$ cat src/rtl/motor_cmd_pkg.sv
// motor_cmd_pkg: shared state encoding, fault cause codes and level width for the motor supervisor
package motor_cmd_pkg;
  localparam int LEVEL_W = 3;
  typedef enum logic [2:0] {
    IDLE     = 3'd0,
    RUN      = 3'd1,
    BRAKE    = 3'd2,
    FAULT    = 3'd3,
    COOLDOWN = 3'd4
  } state_t;
  localparam logic [1:0] FC_NONE  = 2'b00;
  localparam logic [1:0] FC_OC    = 2'b01;
  localparam logic [1:0] FC_OT    = 2'b10;
  localparam logic [1:0] FC_MOTOR = 2'b11;
endpackage

$ cat src/rtl/motor_cmd_supervisor_debounce.sv
// flag_debounce: asserts stable the cycle after raw has been high for CYCLES consecutive samples
module flag_debounce #(
  parameter int CYCLES = 4
) (
  input  logic clk,
  input  logic rst_n,
  input  logic raw,
  output logic stable
);
  localparam int W = $clog2(CYCLES + 1);
  logic [W-1:0] cnt;
  always_ff @(posedge clk) begin
    if (!rst_n) begin
      cnt    <= '0;
      stable <= 1'b0;
    end else begin
      cnt    <= !raw ? '0 : (cnt == W'(CYCLES)) ? cnt : cnt + W'(1);
      stable <= raw && (cnt >= W'(CYCLES - 1));
    end
  end
endmodule

$ cat src/rtl/motor_cmd_supervisor.sv
// motor_cmd_supervisor: rate-limits speed requests, handles brake, latches debounced faults with cooldown
module motor_cmd_supervisor
  import motor_cmd_pkg::*;
#(
  parameter int DEBOUNCE_CYCLES = 4,
  parameter int RAMP_CYCLES     = 100,
  parameter int COOLDOWN_CYCLES = 1000
) (
  input  logic               clk,
  input  logic               rst_n,
  input  logic [LEVEL_W-1:0] req_level,
  input  logic               brake,
  input  logic               overcurrent,
  input  logic               overtemp,
  input  logic               motor_fault_fb,
  input  logic               fault_clear,
  output logic [LEVEL_W-1:0] psw,
  output logic               fault_in,
  output logic [2:0]         state,
  output logic [1:0]         fault_code
);
  localparam int RW = $clog2(RAMP_CYCLES + 1);
  localparam int CW = $clog2(COOLDOWN_CYCLES + 1);
  state_t cur, nxt;
  logic [LEVEL_W-1:0] psw_n;
  logic [RW-1:0] ramp, ramp_n;
  logic [CW-1:0] cool, cool_n;
  logic fin_n, oc_q, ot_q, fault_det;
  logic [1:0] fc_n, cause;
  flag_debounce #(.CYCLES(DEBOUNCE_CYCLES)) u_oc (.clk(clk), .rst_n(rst_n), .raw(overcurrent), .stable(oc_q));
  flag_debounce #(.CYCLES(DEBOUNCE_CYCLES)) u_ot (.clk(clk), .rst_n(rst_n), .raw(overtemp), .stable(ot_q));
  assign fault_det = oc_q | ot_q | motor_fault_fb;
  assign cause     = oc_q ? FC_OC : motor_fault_fb ? FC_MOTOR : FC_OT;
  assign state     = cur;
  always_ff @(posedge clk) begin
    if (!rst_n) begin
      cur        <= IDLE;
      psw        <= '0;
      fault_in   <= 1'b0;
      fault_code <= FC_NONE;
      ramp       <= '0;
      cool       <= '0;
    end else begin
      cur        <= nxt;
      psw        <= psw_n;
      fault_in   <= fin_n;
      fault_code <= fc_n;
      ramp       <= ramp_n;
      cool       <= cool_n;
    end
  end
  // FAULT keeps its first cause, so only non-FAULT states take the fault override
  always_comb begin
    nxt    = cur;
    psw_n  = psw;
    fin_n  = fault_in;
    fc_n   = fault_code;
    ramp_n = ramp;
    cool_n = cool;
    if (cur != FAULT && fault_det) begin
      nxt    = FAULT;
      psw_n  = '0;
      fin_n  = 1'b1;
      fc_n   = cause;
      ramp_n = '0;
      cool_n = '0;
    end else begin
      case (cur)
        IDLE: begin
          psw_n  = '0;
          ramp_n = '0;
          nxt    = brake ? BRAKE : (req_level != '0) ? RUN : IDLE;
        end
        RUN: begin
          if (brake) begin
            nxt    = BRAKE;
            psw_n  = '0;
            ramp_n = '0;
          end else if (psw == req_level) begin
            ramp_n = '0;
            nxt    = (psw == '0) ? IDLE : RUN;
          end else if (ramp == RW'(RAMP_CYCLES - 1)) begin
            ramp_n = '0;
            psw_n  = (req_level > psw) ? psw + LEVEL_W'(1) : psw - LEVEL_W'(1);
          end else begin
            ramp_n = ramp + RW'(1);
          end
        end
        BRAKE: begin
          psw_n = '0;
          nxt   = brake ? BRAKE : IDLE;
        end
        FAULT: begin
          psw_n = '0;
          fin_n = 1'b1;
          if (fault_clear && !fault_det) begin
            nxt    = COOLDOWN;
            fin_n  = 1'b0;
            cool_n = '0;
          end
        end
        COOLDOWN: begin
          psw_n = '0;
          fin_n = 1'b0;
          if (cool == CW'(COOLDOWN_CYCLES - 1)) begin
            nxt    = IDLE;
            fc_n   = FC_NONE;
            cool_n = '0;
          end else begin
            cool_n = cool + CW'(1);
          end
        end
        default: begin
          nxt   = IDLE;
          psw_n = '0;
          fin_n = 1'b0;
        end
      endcase
    end
  end
endmodule

$ cat config.mk
export PLATFORM = sky130hd
export DESIGN_NAME = motor_cmd_supervisor
export DESIGN_NICKNAME = d
export VERILOG_FILES = /design/src/rtl/motor_cmd_pkg.sv /design/src/rtl/motor_cmd_supervisor_debounce.sv /design/src/rtl/motor_cmd_supervisor.sv
export SDC_FILE = /design/constraint.sdc
export NUM_CORES = 1
export LEC_CHECK = 0
export ABC_AREA = 1
export ABC_CLOCK_PERIOD_IN_PS = 1800
export BUFFER_PORTS_ARGS = -buffer_cell sky130_fd_sc_hd__buf_2
export CORE_MARGIN = 2
export CORE_UTILIZATION = 45
export DETAILED_ROUTE_END_ITERATION = 8
export PLACE_DENSITY = 0.78
export SLEW_MARGIN = 20
export SYNTH_ARGS = -nofsm -noshare
export SYNTH_HDL_FRONTEND = slang
export SYNTH_HIERARCHICAL = 1
export SYNTH_SLANG_ARGS = --single-unit
$ cat constraint.sdc
create_clock -name clk -period 1.8 [get_ports clk]
set_input_delay 0.18 -clock clk [delete_from_list [all_inputs] [get_ports clk]]
set_output_delay 0.18 -clock clk [all_outputs]
set_load 0.01 [all_outputs]
# Word level (Yosys, flattened, before mapping)
# Index checks and enable logic that the tools add are counted.
# W data, S select, Z words.
# totals
elab_cells	90
out_inout_bits	9
in_bits	10
regBits	34
# classes
bitwise	5
n_eq_ne	17
mux	26
add_sub_neg	6
n_reduce_logical	22
magnitude_cmp	3
# op_table
cell	count
$mux W7	3
$mux W10	2
$pmux W10 S2	1
$mux W3	5
$pmux W3 S5	1
$mux W2	7
$pmux W7 S2	1
$add A10 B1 Y10 const B	1
$eq A10 B10 Y1 const B	1
$reduce_and A2 Y1	5
$add A3 B1 Y3 const B	3
$eq A3 B3 Y1 const B	3
$ne A3 B3 Y1 const B	3
$reduce_bool A2 Y1	4
$add A7 B1 Y7 const B	1
$eq A7 B7 Y1 const B	1
$eq A3 B2 Y1 const B	2
$ge A3 B2 Y1 const B	2
$logic_not A3 Y1	2
$reduce_and A3 Y1	2
$mux W1	5
$logic_and A1 B1 Y1	4
$ne A2 B2 Y1 const B	2
$ne A4 B4 Y1 const B	1
other kinds (14)	17

# Longest topological paths before layout
# Gate-level depths: netlist (run 1).
# logic_depth
word_depth	7
depth_mapped	11
mapped_depth_nobuf	11

# Cells and area by module
# The synthesis (run 1) kept the hierarchy.
# by_module_without_submodules
mod	n_inst	seq_area_each_um2	cells_per_inst	area_each_um2
motor_cmd_supervisor	1	520.5	227	1539.0
flag_debounce	2	80.1	26	197.7

# Worst setup path after synthesis (run 1)
# Ideal clock, no wire load.
# synth_path
kind	register to register
startpoint	register psw[1]
endpoint	register psw[2]
synth_period_minus_slack_ns	1.897
path_stages_with_launch	12
path_buffers	0
arrival_time_ns	1.782
required_time_ns	1.685
path_slack_ns	-0.097
cell_sequence	dfxtp_1 -> inv_1 -> ha_1 -> nand3b_1 -> nand2_1 -> o21ai_0 -> fa_1 -> nand3b_1 -> nand2_1 -> nand3_1 -> nand2_1 -> nor2_1
# synth_between
elab_chain_len	3
elab_cells_between_ends	7
cone_classes	2 x add/sub; 1 x order compare; 1 x eq/ne; 1 x mux; 1 x bitwise; 1 x reduce/logical
# synth_rtl
item	line	source
start, declared	motor_cmd_supervisor.sv:17	output logic [LEVEL_W-1:0] psw,
start signal, assigned	motor_cmd_supervisor.sv:45	psw <= psw_n;
parallel branches: the longest is 3 deep, another holds $sub A3 B1 Y3	--	
# Several ways; the timed one is not identified.
# A chain may end at the register's enable or synchronous reset.

# Final worst setup path (run 1)
# layout_path
startpoint	register psw[2]
endpoint	register psw[2]
# The elaborated chain is that of the path after synthesis.

==> results.md, run 1 <==
* Routability congestion estimate from global placement at 0.870
* Cell types with the largest area share after synthesis: sky130_fd_sc_hd__dfxtp_1 35%, sky130_fd_sc_hd__nand2_1 12%, sky130_fd_sc_hd__nor2_1 7.6%, sky130_fd_sc_hd__inv_1 7.4%, sky130_fd_sc_hd__ha_1 7.1%
* Total Routed Length at 3850 um
* Die Outline Area at 4840 um^2
* Count of endpoints failing hold in the final timing report at 0
* Most frequent cells after synthesis: 64 x sky130_fd_sc_hd__nand2_1, 39 x sky130_fd_sc_hd__nor2_1, 38 x sky130_fd_sc_hd__inv_1
* Cell Rows at 23
* Max FO, Critical Path at 3
* Setup slack on the worst flop-to-flop path at 0.003 ns
* Layout Skew at 0.00859 ns
* Cell type contributing the most total cell area after synthesis: sky130_fd_sc_hd__dfxtp_1
* Register area at 686 um^2
* Setup violators final at 0
* Routed wirelength normalized by instance count at 10.7 um
* Layout area overhead at 16.6%
* Crit path time final at 1.80 ns
* Slew Limit Fails at 0
* Clock transition at the registers of the reported paths at 0.07 ns
* Mapped cell area at 1930 um^2
* Met3 layer usage reported by global route at 6.10%
* Fmax at 557 MHz
* Starting Density at 47.7%
* Met2 GRT Util at 27.6%
* Number of global-route vias before repair at 1711
* Max_cap viols at 0
* Number of flip-flops and latches in the synthesized netlist at 34
* Chip Width at 69.6 um
* Category of the critical setup timing path: reg2reg
* Number of fill cells in the layout at 397
* Final core utilization at 55.6%
* Inst Count DP at 349
* Multi-input gate area in the final layout at 1130 um^2
* Core region area at 4060 um^2
* RSZ-0062 raised after global routing: yes
* Actual transition at the worst max-transition pin at 0.481 ns
* Hold buffers post-CTS at 0
* Post-synth top area share at 35.2%
* Worst slew margin at 67.6%
* # nets final at 329
* Power density cells at 729 nW/um^2
* Ys Warns at 6
* Grt peak-use layer: met2
* Clock network latency to the later pin of the worst-skew pair at 0.29 ns
* Wire length of the first global-routing pass at 6930 um
* Clock buffers created by TritonCTS at 5
* Peak VDD IR at 351 uV
* Leakage power figure at 1.01 nW
* Top-count cell post-synth: sky130_fd_sc_hd__nand2_1
* DRT antenna net count at 0
* HP Start: rst_n
* Number of cells produced by synthesis at 279
* Nature of the critical path endpoint: flop
* Largest net degree at the start of global routing at 11
* Crit start category: flop
* Data arrival time of the critical path at 1.98 ns
* Avg Cell Area, Syn at 6.93 um^2
* Maximum buffer depth of the clock tree at 2
* Root buf cell: sky130_fd_sc_hd__clkbuf_8
* Count of flip-flops with a built-in enable after synthesis at 0
* Layout cells sized above 1 at 19.2%
* CTS H-tree depth at 2
* Final Cycle Share at 99.8%
* Clock tree from TritonCTS: done
* Portion of the post-synthesis area used by sequential elements at 35.2%
* Initial antenna violation count at 0
* Via density per instance at 4.94
* Clock tree sinks at 34
* Number of antenna repair diodes at 0
* Overall power consumption at 1.64 mW
* Min-delay worst type: in2reg
* Routed vias at 1769
* Detailed Route Iter0 Violations at 92
* Port Buffer Count at 18
* Post-synth ARST share at 0%
* Cell variety after synth at 25
* Number of I/O pins at 19
* Outcome: finished, final reports clean
* Routing usage on met1 at 21.6%
* Total half-perimeter wirelength after legalization and detailed placement at 2920 um
* Post-Syn Nets at 301
* Number of optimization iterations in the first detailed-route pass at 4
* Total DRC errors in the routed layout at 0
* Global-route usage over all layers at 17.4%
* Required time of the critical path at 1.98 ns
* Number of standard cells in the layout, taps in and fillers out at 358
* Total overflow reported by the global router at 0
* R2R Path Start: psw[2]
* Die Height at 69.6 um
* Primary flip-flop cell chosen by synthesis mapping: sky130_fd_sc_hd__dfxtp_1
* Timing startpoint of the critical path: psw[2]
==> kinds of logic (layout without fill, tap and decap cells) <==
family	Yosys count	after routing	synth area share, %
compound gates	37	37	10.0
xor+xnor	4	4	1.81
fa+ha+maj	12	12	8.15
buf+inv	41	70	8.22
flops	34	34	35.2
simple gates	151	151	36.6
==> state kept, by name (all words and copies together), names as in the netlist <==
name / flops
fault_in: 1
ramp: 7
u_oc/stable: 1
fault_code: 2
u_ot/cnt: 3
u_oc/cnt: 3
psw: 3
state: 3
u_ot/stable: 1
cool: 10
==> final cells by class <==
class,instances,area share (%)
Inverter,41,7.04
Clock buffer,8,4.88
Sequential cell,34,30.4
Timing Repair Buffer,21,4.99
Multi-Input combinational cell,204,49.9
Tap cell,50,2.77
==> metal layers <==
metal | routed length (um) | part of all wire [%]
met5 | 0 | 0
met4 | 82 | 2.1
met3 | 178 | 4.6
met2 | 1730 | 45
met1 | 1860 | 48
==> power by group <==
group	total (mW)	leakage (nW)	switching [mW]	internal, mW
combinational	0.196	0.677	0.125	0.0710
clock	0.658	0.0575	0.272	0.386
sequential	0.790	0.277	0.0203	0.770
total	1.64	1.01	0.417	1.23
==> through the flow <==
step                      area (um^2)  setup TNS [ns]  setup WS (ns)  hold slack [ns]
final                            2260               0        0.00341            0.175
after global routing             2260          -0.121         -0.121            0.186
after CTS                        2240               0       0.000406            0.166
after detailed placement         2120         -0.0467        -0.0467            0.478
after global placement           2120               0        0.00957            0.470
after floorplan                  1950               0         0.0200            0.308
==> cell usage in the layout, fill, tap and decap left out, types with 4 or more instances in the layout <==
cell,n
sky130_fd_sc_hd__a21oi_1,20
sky130_fd_sc_hd__buf_2,18
sky130_fd_sc_hd__clkbuf_8,8
sky130_fd_sc_hd__dfxtp_1,32
sky130_fd_sc_hd__ha_1,9
sky130_fd_sc_hd__inv_1,36
sky130_fd_sc_hd__inv_2,4
sky130_fd_sc_hd__nand2_1,64
sky130_fd_sc_hd__nand2_2,6
sky130_fd_sc_hd__nand3_1,19
sky130_fd_sc_hd__nand3b_1,4
sky130_fd_sc_hd__nand4_1,4
sky130_fd_sc_hd__nor2_1,39
sky130_fd_sc_hd__o21ai_0,12
sky130_fd_sc_hd__xor2_1,4
==> timing repair <==
| action | CTS | global route |
|---|---|---|
| pin swaps | 2 | 3 |
| resized for setup | 1 | 3 |
| setup buffers | 1 | 0 |
| endpoints found under the setup margin | 1 | 2 |
==> critical path: stages, from the launching register on <==
cell and delay (ns):
sky130_fd_sc_hd__dfxtp_2 0.34, sky130_fd_sc_hd__inv_2 0.05, sky130_fd_sc_hd__ha_4 0.26, sky130_fd_sc_hd__nand3b_1 0.09
sky130_fd_sc_hd__nand2_1 0.10, sky130_fd_sc_hd__o21ai_2 0.06, sky130_fd_sc_hd__fa_2 0.33, sky130_fd_sc_hd__nand3b_1 0.16
sky130_fd_sc_hd__nand2_1 0.10, sky130_fd_sc_hd__nand3_1 0.07, sky130_fd_sc_hd__nand2_1 0.08, sky130_fd_sc_hd__nor2_1 0.04
==> path summary, 6_finish.rpt <==
path / cells after the start / endpoint
setup / recovery: 11 / psw[2]
hold / removal: 3 / state[0]
setup reg to reg: 11 / psw[2]
hold reg to reg: 2 / cool[1]
Note: power is estimated with default switching activity, not from simulation.
==> inputs of run 2 (changes only) <==
--- a/config.mk
+++ b/config.mk
@@ -7,10 +7,11 @@
 export LEC_CHECK = 0
 export ABC_AREA = 1
 export ABC_CLOCK_PERIOD_IN_PS = 1800
-export BUFFER_PORTS_ARGS = -buffer_cell sky130_fd_sc_hd__buf_2
+export BUFFER_PORTS_ARGS = -buffer_cell sky130_fd_sc_hd__buf_4
 export CORE_MARGIN = 2
 export CORE_UTILIZATION = 45
 export DETAILED_ROUTE_END_ITERATION = 8
+export MAX_ROUTING_LAYER = met4
 export PLACE_DENSITY = 0.78
 export SLEW_MARGIN = 20
 export SYNTH_ARGS = -nofsm -noshare
==> results.md, run 2 (synthesized netlist as in run 1, its figures left out) <==
* Outcome: finished, final reports clean
* Most frequent cell on the critical path: sky130_fd_sc_hd__nand2_1
* Number of antenna repair diodes at 0
* Routed wirelength normalized by instance count at 10.9 um
* Cell-by-cell listing of the critical path: inv_2, ha_4, nand3b_1, nand2_1, o21ai_2, fa_2, nand3b_1, nand2_1, nand3_1, nand2_1, nor2_1
* Total overflow reported by the global router at 0
* Number of I/O pins at 19
* Category of the critical setup timing path: reg2reg
* Endpoint, Worst Hold: state[0]
* Number of fill cells in the layout at 377
* Final Cycle Share at 99.6%
* Clock tree from TritonCTS: done
* Total half-perimeter wirelength after legalization and detailed placement at 2960 um
* Leakage power figure at 1.01 nW
* Overall power consumption at 1.58 mW
* Placed cell areas at 2170 um^2
* Clock tree sinks at 34
* Layout cells sized above 1 at 18.9%
* Layout area overhead at 17.9%
* Min-delay worst type: in2reg
* Number of standard cells in the layout, taps in and fillers out at 357
* Crit path time final at 1.79 ns
* Detailed Route Iter0 Violations at 76
* Chip Width at 69.6 um
* Core region area at 4060 um^2
* Nature of the critical path endpoint: flop
* Worst hold path stage count at 3
* Initial antenna violation count at 0
* Number of buffer and inverter stages on the critical path at 1
* Die Height at 69.6 um
* Critical Path Max Stage Delay at 0.34 ns
* Max FO, Critical Path at 3
* Slew Limit Fails at 0
* RSZ-0062 raised after global routing: yes
* Data arrival time of the critical path at 1.98 ns
* Routability congestion estimate from global placement at 0.888
* R2R Path Start: psw[2]
* Register area at 686 um^2
* Via density per instance at 4.96
* Actual transition at the worst max-transition pin at 0.458 ns
* Root buf cell: sky130_fd_sc_hd__clkbuf_8
* Top Registers: cool (10), ramp (7)
* Gate family responsible for the most delay along the worst path: simple AND/OR/NAND/NOR gates
* Cell Rows at 23
* Count of endpoints failing hold in the final timing report at 0
* Crit Reg-Reg Endpoint: psw[2]
* Max_cap viols at 0
* # nets final at 329
* Inst Count DP at 350
* Multi-input gate area in the final layout at 1130 um^2
* HP Start: rst_n
* Max FFs per register at 10
* Wire length of the first global-routing pass at 6860 um
* Area of all placed cells without fillers at 2280 um^2
* Layout Skew at 0.00637 ns
* Worst slew margin at 69.2%
* Leading cell type in the layout, fill and taps excluded: sky130_fd_sc_hd__nand2_1
* Largest net degree at the start of global routing at 11
* Global-route usage over all layers at 18.0%
* Port Buffer Count at 18
* Fin Hold WS at 0.165 ns
* Number of cell instances on the worst register-to-register path at 11
* Clock buffers created by TritonCTS at 5
* Die Outline Area at 4840 um^2
* Setup violators final at 0
* Crit start category: flop
* Setup slack on the worst flop-to-flop path at 0.007 ns
* CTS H-tree depth at 2
* Maximum buffer depth of the clock tree at 2
* Total Routed Length at 3880 um
* Number of global-route vias before repair at 1636
* Most frequent cells in the layout: 64 x sky130_fd_sc_hd__nand2_1, 38 x sky130_fd_sc_hd__nor2_1, 36 x sky130_fd_sc_hd__inv_1
* Peak VDD IR at 395 uV
* Routed vias at 1772
* Clock transition at the registers of the reported paths at 0.07 ns
* Starting Density at 47.7%
* DRT antenna net count at 0
* Most flop-heavy register: cool
* Number of optimization iterations in the first detailed-route pass at 4
* Fmax at 558 MHz
* Cell type of the slowest stage on the worst timing path: sky130_fd_sc_hd__dfxtp_2
* Total DRC errors in the routed layout at 0
* Power density cells at 692 nW/um^2
* Clock network latency to the later pin of the worst-skew pair at 0.29 ns
* Required time of the critical path at 1.99 ns
-- run 2: changes by cell type in the layout (fill, tap and decap cells not counted) --
cell                       previous run  this run
sky130_fd_sc_hd__buf_4                3        21
sky130_fd_sc_hd__nor2_2               3         4
sky130_fd_sc_hd__clkbuf_1             0         1
sky130_fd_sc_hd__buf_2               18         0
sky130_fd_sc_hd__clkbuf_8             8         6
sky130_fd_sc_hd__nor2_1              39        38
-- run 2: stage by stage --
| stage | worst slack [ns] | TNS, ns | utilization [%] |
|---|---|---|---|
| after floorplan | 0.0200 | 0 | - |
| after global placement | 0.0199 | 0 | 53.6 |
| after detailed placement | -0.0322 | -0.0322 | 53.6 |
| after CTS | 0.00192 | 0 | 55.7 |
| after global routing | -0.118 | -0.118 | 56.2 |
| final | 0.00711 | 0 | 56.2 |
-- run 2: area by class of cell --
class	count	area share [%]
Clock buffer	7	3.79
Inverter	41	6.97
Multi-Input combinational cell	204	49.5
Sequential cell	34	30.1
Tap cell	50	2.74
Timing Repair Buffer	21	6.92
-- run 2: worst max-delay path by stage --
stage | cells after the start | from | end
after floorplan | 11 | psw[1] | psw[2]
after global placement | 11 | psw[1] | psw[2]
after detailed placement | 11 | psw[1] | psw[2]
after CTS | 11 | psw[1] | psw[2]
after global routing | 11 | psw[2] | psw[2]
final | 11 | psw[2] | psw[2]
-- run 2: worst min-delay path, cell delays in order --
cell and delay (ns):
sky130_fd_sc_hd__buf_4 0.14, sky130_fd_sc_hd__nand2_1 0.06, sky130_fd_sc_hd__nor2_1 0.04
-- run 2: what timing repair did --
item,CTS,global route
pin swaps,1,1
endpoints found under the setup margin,1,3
gates resized for setup,1,4
buffers inserted,0,0
hold buffers,0,0
-- run 2: per-layer routing --
layer	global-route usage, %	wire, um	vias to the layer above
met1	22.4	1850	787
met4	5.23	67	0
li1	-	-	944
met3	5.67	167	5
met2	28.2	1800	36
met5	-	0	-
-- run 2: power breakdown --
part | switching, mW | internal [mW] | total (mW) | leakage, nW
logic | 0.124 | 0.0828 | 0.207 | 0.686
clock network | 0.275 | 0.303 | 0.578 | 0.0443
registers | 0.0219 | 0.770 | 0.792 | 0.277
total | 0.421 | 1.16 | 1.58 | 1.01
